### config.mk
export PLATFORM = sky130hd
export DESIGN_NAME = instr_fetch_unit_flat
export DESIGN_NICKNAME = d
export VERILOG_FILES = /design/src/rtl/cpu_pkg.sv /design/src/rtl/instr_fetch_unit_if.sv /design/src/rtl/instr_field_split.sv /design/src/rtl/instr_fetch_unit.sv /design/src/flat_wrapper.sv
export SDC_FILE = /design/constraint.sdc
export NUM_CORES = 1
export LEC_CHECK = 0
export BUFFER_PORTS_ARGS = -buffer_cell sky130_fd_sc_hd__buf_2
export CORE_MARGIN = 1
export CORE_UTILIZATION = 46
export DETAILED_ROUTE_END_ITERATION = 8
export PLACE_DENSITY = 0.76
export SLEW_MARGIN = 30
export SYNTH_ARGS = -nofsm -noshare
export SYNTH_HDL_FRONTEND = slang
export SYNTH_HIERARCHICAL = 1
export SYNTH_SLANG_ARGS = --single-unit
### constraint.sdc
create_clock -name clk -period 1.73 [get_ports clk]
set_clock_uncertainty 0.05 [all_clocks]
set_input_delay 0.346 -clock clk [delete_from_list [all_inputs] [get_ports clk]]
set_output_delay 0.346 -clock clk [all_outputs]
set_load 0.05 [all_outputs]
### src/rtl/cpu_pkg.sv
// Shared definitions for the 8-bit processor front end: opcode values,
// instruction field positions and the fetch FSM state encoding.
package cpu_pkg;

    localparam logic [2:0] OP_LOAD  = 3'b000;
    localparam logic [2:0] OP_MOV   = 3'b001;
    localparam logic [2:0] OP_ADD   = 3'b010;
    localparam logic [2:0] OP_SUB   = 3'b011;
    localparam logic [2:0] OP_AND   = 3'b100;
    localparam logic [2:0] OP_OR    = 3'b101;
    localparam logic [2:0] OP_XOR   = 3'b110;
    localparam logic [2:0] OP_STORE = 3'b111;

    // imm deliberately overlaps rs/rt; which view is used depends on the opcode
    localparam int OPC_MSB = 15;
    localparam int RD_MSB  = 12;
    localparam int RS_MSB  = 9;
    localparam int RT_MSB  = 6;
    localparam int IMM_MSB = 7;

    localparam int OPC_W = 3;
    localparam int REG_W = 3;
    localparam int IMM_W = 8;

    typedef enum logic [2:0] {
        FETCH_IDLE  = 3'd0,
        FETCH_REQ   = 3'd1,
        FETCH_WAIT  = 3'd2,
        FETCH_ISSUE = 3'd3,
        FETCH_HALT  = 3'd4
    } fetchState_t;

endpackage

### src/rtl/instr_fetch_unit_if.sv
// Bundles the instruction-memory handshake and the decoded-instruction
// handshake towards the control unit / register file.
interface instr_fetch_unit_if
    import cpu_pkg::*;
#(
    parameter int PC_WIDTH    = 8,
    parameter int INSTR_WIDTH = 16
);

    logic                   imem_req;
    logic [PC_WIDTH-1:0]    imem_addr;
    logic [INSTR_WIDTH-1:0] imem_rdata;
    logic                   imem_valid;

    logic                   instr_valid;
    logic                   instr_ready;
    logic [OPC_W-1:0]       opCode;
    logic [REG_W-1:0]       rd;
    logic [REG_W-1:0]       rs;
    logic [REG_W-1:0]       rt;
    logic [IMM_W-1:0]       imm;

    modport master (
        output imem_req, imem_addr, instr_valid, opCode, rd, rs, rt, imm,
        input  imem_rdata, imem_valid, instr_ready
    );

    modport slave (
        input  imem_req, imem_addr, instr_valid, opCode, rd, rs, rt, imm,
        output imem_rdata, imem_valid, instr_ready
    );

endinterface

### src/rtl/instr_field_split.sv
// Purely combinational split of a 16-bit instruction word into its fields.
module instr_field_split
    import cpu_pkg::*;
(
    input  logic [15:0]      ir,
    output logic [OPC_W-1:0] opCode,
    output logic [REG_W-1:0] rd,
    output logic [REG_W-1:0] rs,
    output logic [REG_W-1:0] rt,
    output logic [IMM_W-1:0] imm
);

    assign opCode = ir[OPC_MSB -: OPC_W];
    assign rd     = ir[RD_MSB  -: REG_W];
    assign rs     = ir[RS_MSB  -: REG_W];
    assign rt     = ir[RT_MSB  -: REG_W];
    assign imm    = ir[IMM_MSB -: IMM_W];

endmodule

### src/rtl/instr_fetch_unit.sv
// Fetch stage: owns the PC, issues one request at a time to instruction
// memory, holds the returned word and offers it downstream until accepted.
module instr_fetch_unit
    import cpu_pkg::*;
#(
    parameter int                  PC_WIDTH    = 8,
    parameter int                  INSTR_WIDTH = 16,
    parameter logic [PC_WIDTH-1:0] RESET_PC    = '0,
    parameter int                  TIMEOUT     = 15
) (
    input  logic                clk,
    input  logic                rst_n,
    input  logic                start,
    input  logic                halt_req,
    instr_fetch_unit_if.master  bus,
    output logic [PC_WIDTH-1:0] pc,
    output logic                halted,
    output logic                fetch_err
);

    localparam logic [7:0] TIMEOUT_CNT = 8'(TIMEOUT);

    fetchState_t            stateReg, stateNext;
    logic [PC_WIDTH-1:0]    pcReg, pcNext;
    logic [INSTR_WIDTH-1:0] irReg, irNext;
    logic [7:0]             waitCntReg, waitCntNext;
    logic                   haltPendReg, haltPendNext;
    logic                   fetchErrReg, fetchErrNext;

    always_ff @(posedge clk or negedge rst_n) begin
        if (!rst_n) begin
            stateReg    <= FETCH_IDLE;
            pcReg       <= RESET_PC;
            irReg       <= '0;
            waitCntReg  <= '0;
            haltPendReg <= 1'b0;
            fetchErrReg <= 1'b0;
        end else begin
            stateReg    <= stateNext;
            pcReg       <= pcNext;
            irReg       <= irNext;
            waitCntReg  <= waitCntNext;
            haltPendReg <= haltPendNext;
            fetchErrReg <= fetchErrNext;
        end
    end

    always_comb begin
        stateNext    = stateReg;
        pcNext       = pcReg;
        irNext       = irReg;
        waitCntNext  = waitCntReg;
        haltPendNext = haltPendReg | halt_req;
        fetchErrNext = fetchErrReg;

        case (stateReg)
            FETCH_IDLE, FETCH_HALT: begin
                // start always buys one instruction, even if halt_req arrives with it
                if (start) begin
                    stateNext    = FETCH_REQ;
                    haltPendNext = halt_req;
                    fetchErrNext = 1'b0;
                end
            end
            FETCH_REQ: begin
                waitCntNext = '0;
                stateNext   = FETCH_WAIT;
            end
            FETCH_WAIT: begin
                waitCntNext = waitCntReg + 8'd1;
                if (bus.imem_valid) begin
                    irNext    = bus.imem_rdata;
                    stateNext = FETCH_ISSUE;
                end else if (waitCntNext == TIMEOUT_CNT) begin
                    fetchErrNext = 1'b1;
                    stateNext    = FETCH_HALT;
                end
            end
            FETCH_ISSUE: begin
                if (bus.instr_ready) begin
                    pcNext    = pcReg + PC_WIDTH'(1);
                    stateNext = haltPendNext ? FETCH_HALT : FETCH_REQ;
                end
            end
            default: stateNext = FETCH_IDLE;
        endcase
    end

    assign bus.imem_req    = (stateReg == FETCH_REQ);
    assign bus.imem_addr   = pcReg;
    assign bus.instr_valid = (stateReg == FETCH_ISSUE);
    assign pc              = pcReg;
    assign halted          = (stateReg == FETCH_HALT);
    assign fetch_err       = fetchErrReg;

    instr_field_split fieldSplit (
        .ir     (irReg),
        .opCode (bus.opCode),
        .rd     (bus.rd),
        .rs     (bus.rs),
        .rt     (bus.rt),
        .imm    (bus.imm)
    );

endmodule

### src/flat_wrapper.sv
// flat-port wrapper written by rule: the top's interface ports become plain ports
module instr_fetch_unit_flat import cpu_pkg::*;
#(
    parameter int                  PC_WIDTH    = 8,
    parameter int                  INSTR_WIDTH = 16,
    parameter logic [PC_WIDTH-1:0] RESET_PC    = '0,
    parameter int                  TIMEOUT     = 15
)
  (clk, rst_n, start, halt_req, pc, halted, fetch_err, bus_imem_req, bus_imem_addr, bus_instr_valid, bus_opCode, bus_rd, bus_rs, bus_rt, bus_imm, bus_imem_rdata, bus_imem_valid, bus_instr_ready);
  instr_fetch_unit_if #(.PC_WIDTH(PC_WIDTH), .INSTR_WIDTH(INSTR_WIDTH)) bus_i ();
  input  logic clk;
  input  logic rst_n;
  input  logic start;
  input  logic halt_req;
  output logic [PC_WIDTH-1:0] pc;
  output logic halted;
  output logic fetch_err;
  output wire logic [$bits(bus_i.imem_req)-1:0] bus_imem_req;
  output wire logic [$bits(bus_i.imem_addr)-1:0] bus_imem_addr;
  output wire logic [$bits(bus_i.instr_valid)-1:0] bus_instr_valid;
  output wire logic [$bits(bus_i.opCode)-1:0] bus_opCode;
  output wire logic [$bits(bus_i.rd)-1:0] bus_rd;
  output wire logic [$bits(bus_i.rs)-1:0] bus_rs;
  output wire logic [$bits(bus_i.rt)-1:0] bus_rt;
  output wire logic [$bits(bus_i.imm)-1:0] bus_imm;
  input wire logic [$bits(bus_i.imem_rdata)-1:0] bus_imem_rdata;
  input wire logic [$bits(bus_i.imem_valid)-1:0] bus_imem_valid;
  input wire logic [$bits(bus_i.instr_ready)-1:0] bus_instr_ready;
  assign bus_imem_req = bus_i.imem_req;
  assign bus_imem_addr = bus_i.imem_addr;
  assign bus_instr_valid = bus_i.instr_valid;
  assign bus_opCode = bus_i.opCode;
  assign bus_rd = bus_i.rd;
  assign bus_rs = bus_i.rs;
  assign bus_rt = bus_i.rt;
  assign bus_imm = bus_i.imm;
  assign bus_i.imem_rdata = bus_imem_rdata;
  assign bus_i.imem_valid = bus_imem_valid;
  assign bus_i.instr_ready = bus_instr_ready;
  instr_fetch_unit #(.PC_WIDTH(PC_WIDTH), .INSTR_WIDTH(INSTR_WIDTH), .RESET_PC(RESET_PC), .TIMEOUT(TIMEOUT)) u_core (.clk(clk), .rst_n(rst_n), .start(start), .halt_req(halt_req), .bus(bus_i), .pc(pc), .halted(halted), .fetch_err(fetch_err));
endmodule
=== Word-level counts from Yosys, hierarchy flattened ===
Index checks and enable logic that the tools add are counted.

* Equal/unequal tests: 10
* $add $sub $neg: 2
* Order comparisons: 0
* Shift operators: 0
* Reduce and logical (&&, ||, !) cells: 8
* Mux-type cells: 13
* Div/mod/pow operators: 0
* Bitwise operators: 1
* Multiply operators: 0

{| class="wikitable"
|+ Operators with widths
! cell !! count
|-
| 8-bit by 1-bit adder with 8-bit output (second input constant) || 2
|-
| 8-bit case mux with 2 select lines || 1
|-
| 3-bit two-way mux || 5
|-
| 3-bit case mux with 4 select lines || 1
|-
| 8-bit by 4-bit == test with 1-bit output (second input constant) || 1
|-
| 3-bit by 2-bit == test with 1-bit output (second input constant) || 2
|-
| 1-bit two-way mux || 5
|-
| 2-bit by 1-bit inequality test with 1-bit output (second input constant) || 2
|-
| 2-bit inequality test (second input constant) || 2
|-
| 2-bit AND reduction || 2
|-
| 4-bit AND reduction || 1
|-
| 2-bit nonzero test || 2
|-
| 3-bit by 1-bit == test with 1-bit output (second input constant) || 1
|-
| 3-bit == test (second input constant) || 1
|-
| 3-bit logical NOT || 1
|-
| 3-bit by 2-bit inequality test with 1-bit output (second input constant) || 1
|-
| 3-bit AND reduction || 1
|-
| 1-bit case mux with 2 select lines || 1
|-
| 2-bit OR reduction || 1
|-
| 1-bit OR || 1
|}

* Bits in writable memories: 0
* Register bits: 37
* Latch bits: 0
* Memories kept: 0
* Output and inout port bits: 40
* Bits in read-only memories: 0
* Word-level logic and storage cells: 40

=== Logic depth before layout (Yosys ltp) ===
* Word-level depth: 5
* Depth in mapped cells: 6
* Gate-level depth less buffers: 6

=== Cells and area by module ===
The synthesis kept the hierarchy.

{| class="wikitable"
|+ Modules (own cells, without submodules)
! module !! times used !! sequential area each (um2) !! cells each !! area an instance (um2)
|-
| instr_fetch_unit || 1 || 925.9 || 174 || 1,866.8
|-
| instr_field_split || 1 || 0.0 || 20 || 150.1
|}

=== Worst setup path after synthesis ===
OpenSTA, ideal clock, no wires.

* Path type: register -> output
* From: reg u_core.stateReg[0]
* To: out bus_imem_req
* Arrival time: 2,062 ps
* Cell stages (with the launch flop): 4
* Path slack: -728 ps
* Cells stage by stage: dfrtp_1 > clkbuf_1 > clkbuf_1 > nor3b_1

* Word-level cells in the longest chain between the ends: 1

{| class="wikitable"
|+ RTL lines
! item !! line !! text
|-
| start: declaration || instr_fetch_unit.sv:23 || <nowiki>fetchState_t stateReg, stateNext;</nowiki>
|-
| start signal: assignment || instr_fetch_unit.sv:39 || <nowiki>stateReg <= stateNext;</nowiki>
|-
| 3-bit by 1-bit == test with 1-bit output || instr_fetch_unit.sv:89 || <nowiki>assign bus.imem_req = (stateReg == FETCH_REQ);</nowiki>
|-
| end: declaration || flat_wrapper.sv:18 || <nowiki>output wire logic [$bits(bus_i.imem_req)-1:0] bus_imem_req;</nowiki>
|}

No other way between the ends.

=== Worst setup path in the final report ===
* From: reg u_core.stateReg[1]
* To: out halted

* Word-level cells in the longest chain between the ends: 1

{| class="wikitable"
|+ RTL lines
! item !! line !! text
|-
| 3-bit == test || instr_fetch_unit.sv:93 || <nowiki>assign halted = (stateReg == FETCH_HALT);</nowiki>
|-
| end: declaration || flat_wrapper.sv:16 || <nowiki>output logic halted;</nowiki>
|}

No other way between the ends.

==> flow_metrics.tcl <==
set metrics [dict create \
    status "complete, no violations" \
    dpl_cell_area_um2 2288 \
    port_buffers 61 \
    grt_pass1_vias 1433 \
    core_um2 4115 \
    post-route-util_pct 59.84 \
    globalplace.congestion 0.8558 \
    intPower_mw 2.439 \
    wl_per_cell_um 13.73 \
    drt-total-wl_mm 4.063 \
    tightest_slew_ps 428.0 \
    avgSynthCellArea_um2 10.40 \
    synthArstFlopShare_pct 100.0 \
    critPathLaunchType "register" \
    ios 62 \
    ys_seq_elements 37 \
    synth_area_leaders "dfrtp_1 46%, buf_4 10%, mux2_2 9.5%" \
    synth_xor_xnor_area_share_pct 3.474 \
    p_leak_nw 1.207 \
    max-vdd-ir-drop_uv 907.2 \
    cts_tree "built" \
    nNetsFinal 271 \
    setup_ws_ps 59.25 \
    root_buffer "clkbuf_8" \
    fp.dieH_um 68.22 \
    synthCells 194 \
    worstPathRequired_ps 1330 \
    endpoint_kind "output pin" \
    synth-simple-area-share_pct 13.09 \
    fp-row-count 23 \
    initial_utilization_pct 49.01 \
    power_frac_clock_pct 12.5 \
    comb_power_share_pct 59.1 \
    maxCapViolations 0 \
    hold_violations 0 \
    ys_seq_area_share_pct 45.91 \
    track_usage_pct 19.47 \
    clk_path_buf_depth 2 \
    synth_edf_count 0 \
    drive_above_1_share_pct 48.37 \
    syn-num-nets 219 \
    via_count 1556 \
    syn_to_final_growth_pct 22.08 \
    yosysMostFrequentCell "dfrtp_1" \
    drc 0 \
    power_density_nw_per_um2 1987 \
    synth_cell_type_count 44 \
    final_area_um2 2462 \
    antenna_cells 0 \
    swShare_pct 50.14 \
    synth_top_area_share_pct 45.91 \
    layoutNonFillerInstCount 296 \
    grt_max_degree 21 \
    die-area_um2 4653 \
    dp.cells 284 \
    drt_iter0_drc 68 \
    ant_nets 0 \
    clk_pin_slew_ps 70 \
    synth_top_family_by_area "buffers and inverters" \
    synth_adder_area_share_pct 1.861 \
    finalSetupViolCount 0 \
    avgViaCountPerCell 5.257 \
    synthMuxAreaShare_pct 9.491 \
    synth_ff_type "dfrtp_1" \
    antenna_found_initial 0 \
    sequentialPowerShare_pct 28.5 \
    yosysWarningCount 6 \
    maxSlewViolCount 0 \
    insertion_delay_ps 290 \
    synth_commonest_cells "37 x dfrtp_1, 28 x buf_4, 17 x mux2_2, 16 x o21ai_0, 12 x a21oi_1" \
    clock_sinks 37 \
    fp.dieW_um 68.22 \
    dp_hpwl_mm 2.908 \
    max_slew_margin_pct 71.47 \
    gr-total-overflow 0 \
    switching_power_mw 2.453 \
    crit_type "reg -> out" \
    yosys.area.top_type "dfrtp_1" \
    min_path_type "in -> reg" \
    pre_cts_slack_ps 89.92 \
    syn_area_um2 2017 \
    crit_path_max_fanout 7 \
    grt_pass1_wl_mm 6.472 \
    synth_compound_area_share_pct 12.78 \
    htreeDepth 2 \
    dr.pass1.iters 4 \
    min_period_ps 1671 \
    numCtsBuffers 5 \
    fmax_mhz 598.5 \
    timing.final.crit_share_pct 96.58 \
    cp.arrival_ps 1270 \
]
==> cell usage in the layout, fill, tap and decap left out, types with 5 or more instances in the layout <==
cell type  synthesis  layout
buf_2              2      58
dfrtp_1           37      34
buf_4             28      17
mux2_2            17      17
o21ai_0           16      16
a21oi_1           12      12
nand2_1           10      10
clkbuf_8           0       6
xnor2_1            6       6
nand3_1            6       6
buf_6              1       5
nor2_1             6       5
==> cell type report <==
class,instances,area [µm²]
well taps,50,62.56
clock buffers,6,82.58
fillers,349,1653
flip-flops and latches,37,929.6
repair buffers,83,524.3
clock inverters,1,7.507
inverters,3,11.26
multi-input cells,116,844.6
==> through the flow <==
step	total power, mW	hold WS [ps]	TNS [ps]
global route	5.242	218.8	-13.50
floorplan	3.811	0.4089	-243.9
CTS	4.820	204.0	0
global placement	4.096	258.4	0
detailed placement	4.150	267.4	0
finish	4.893	207.5	0
==> worst max-delay path, stage by stage, from the launching register on <==
cell and delay, ps:
dfrtp_2 450, buf_4 160, nor2_4 80, nand2_1 70, inv_1 70, buf_6 150
==> cell families after synthesis <==
kind of cell             after synthesis
AND/OR/NAND/NOR                       46
XOR/XNOR                               8
multiplexers                          17
buffers and inverters                 41
AO/OA/AOI/OAI                         42
flip-flops                            37
adder cells (fa/ha/maj)                3
==> metal layers <==
metal | track usage [%] | wire length, µm | vias to the layer above | share of wire [%]
li1 | - | - | 752 | -
met1 | 24.53 | 1713 | 743 | 42
met2 | 29.90 | 2037 | 54 | 50
met3 | 5.833 | 222 | 7 | 5.5
met4 | 10.16 | 90 | 0 | 2.2
met5 | 0 | 0 | - | 0
==> final timing paths <==
kind	from	endpoint	slack, ps	cells after the start
setup / recovery	u_core/stateReg[1]	halted	60	5
hold / removal	halt_req	u_core/haltPendReg	210	2
setup reg to reg	u_core/stateReg[0]	u_core/irReg[10]	60	5
hold reg to reg	u_core/bus.imem_addr[7]	u_core/bus.imem_addr[7]	450	1
max in group asynchronous	rst_n	u_core/stateReg[1]	700	3
min in group asynchronous	rst_n	u_core/waitCntReg[4]	460	2
==> flip-flops by register name, summed over array words and instances, names as in the netlist <==
signal                flops
u_core/bus.imem_addr      8
u_core/irReg             16
u_core/fetch_err          1
u_core/waitCntReg         8
u_core/haltPendReg        1
u_core/stateReg           3
==> power groups by stage <==
stage / Combinational [mW] / Clock, mW / Sequential, mW
global placement: 2.69 / 0 / 1.41
floorplan: 2.28 / 0 / 1.53
finish: 2.89 / 0.610 / 1.39
detailed placement: 2.72 / 0 / 1.43
global route: 3.11 / 0.678 / 1.45
CTS: 2.78 / 0.644 / 1.40
==> timing repair <==
action / 4_1_cts / 5_1_grt
gates resized for setup: 6 / 8
endpoints found under the hold margin: 17 / 0
buffers inserted: 1 / 3
endpoints found under the setup margin: 3 / 2
hold buffers: 1 / 0
No activity file was read; power rests on OpenSTA's default activity.
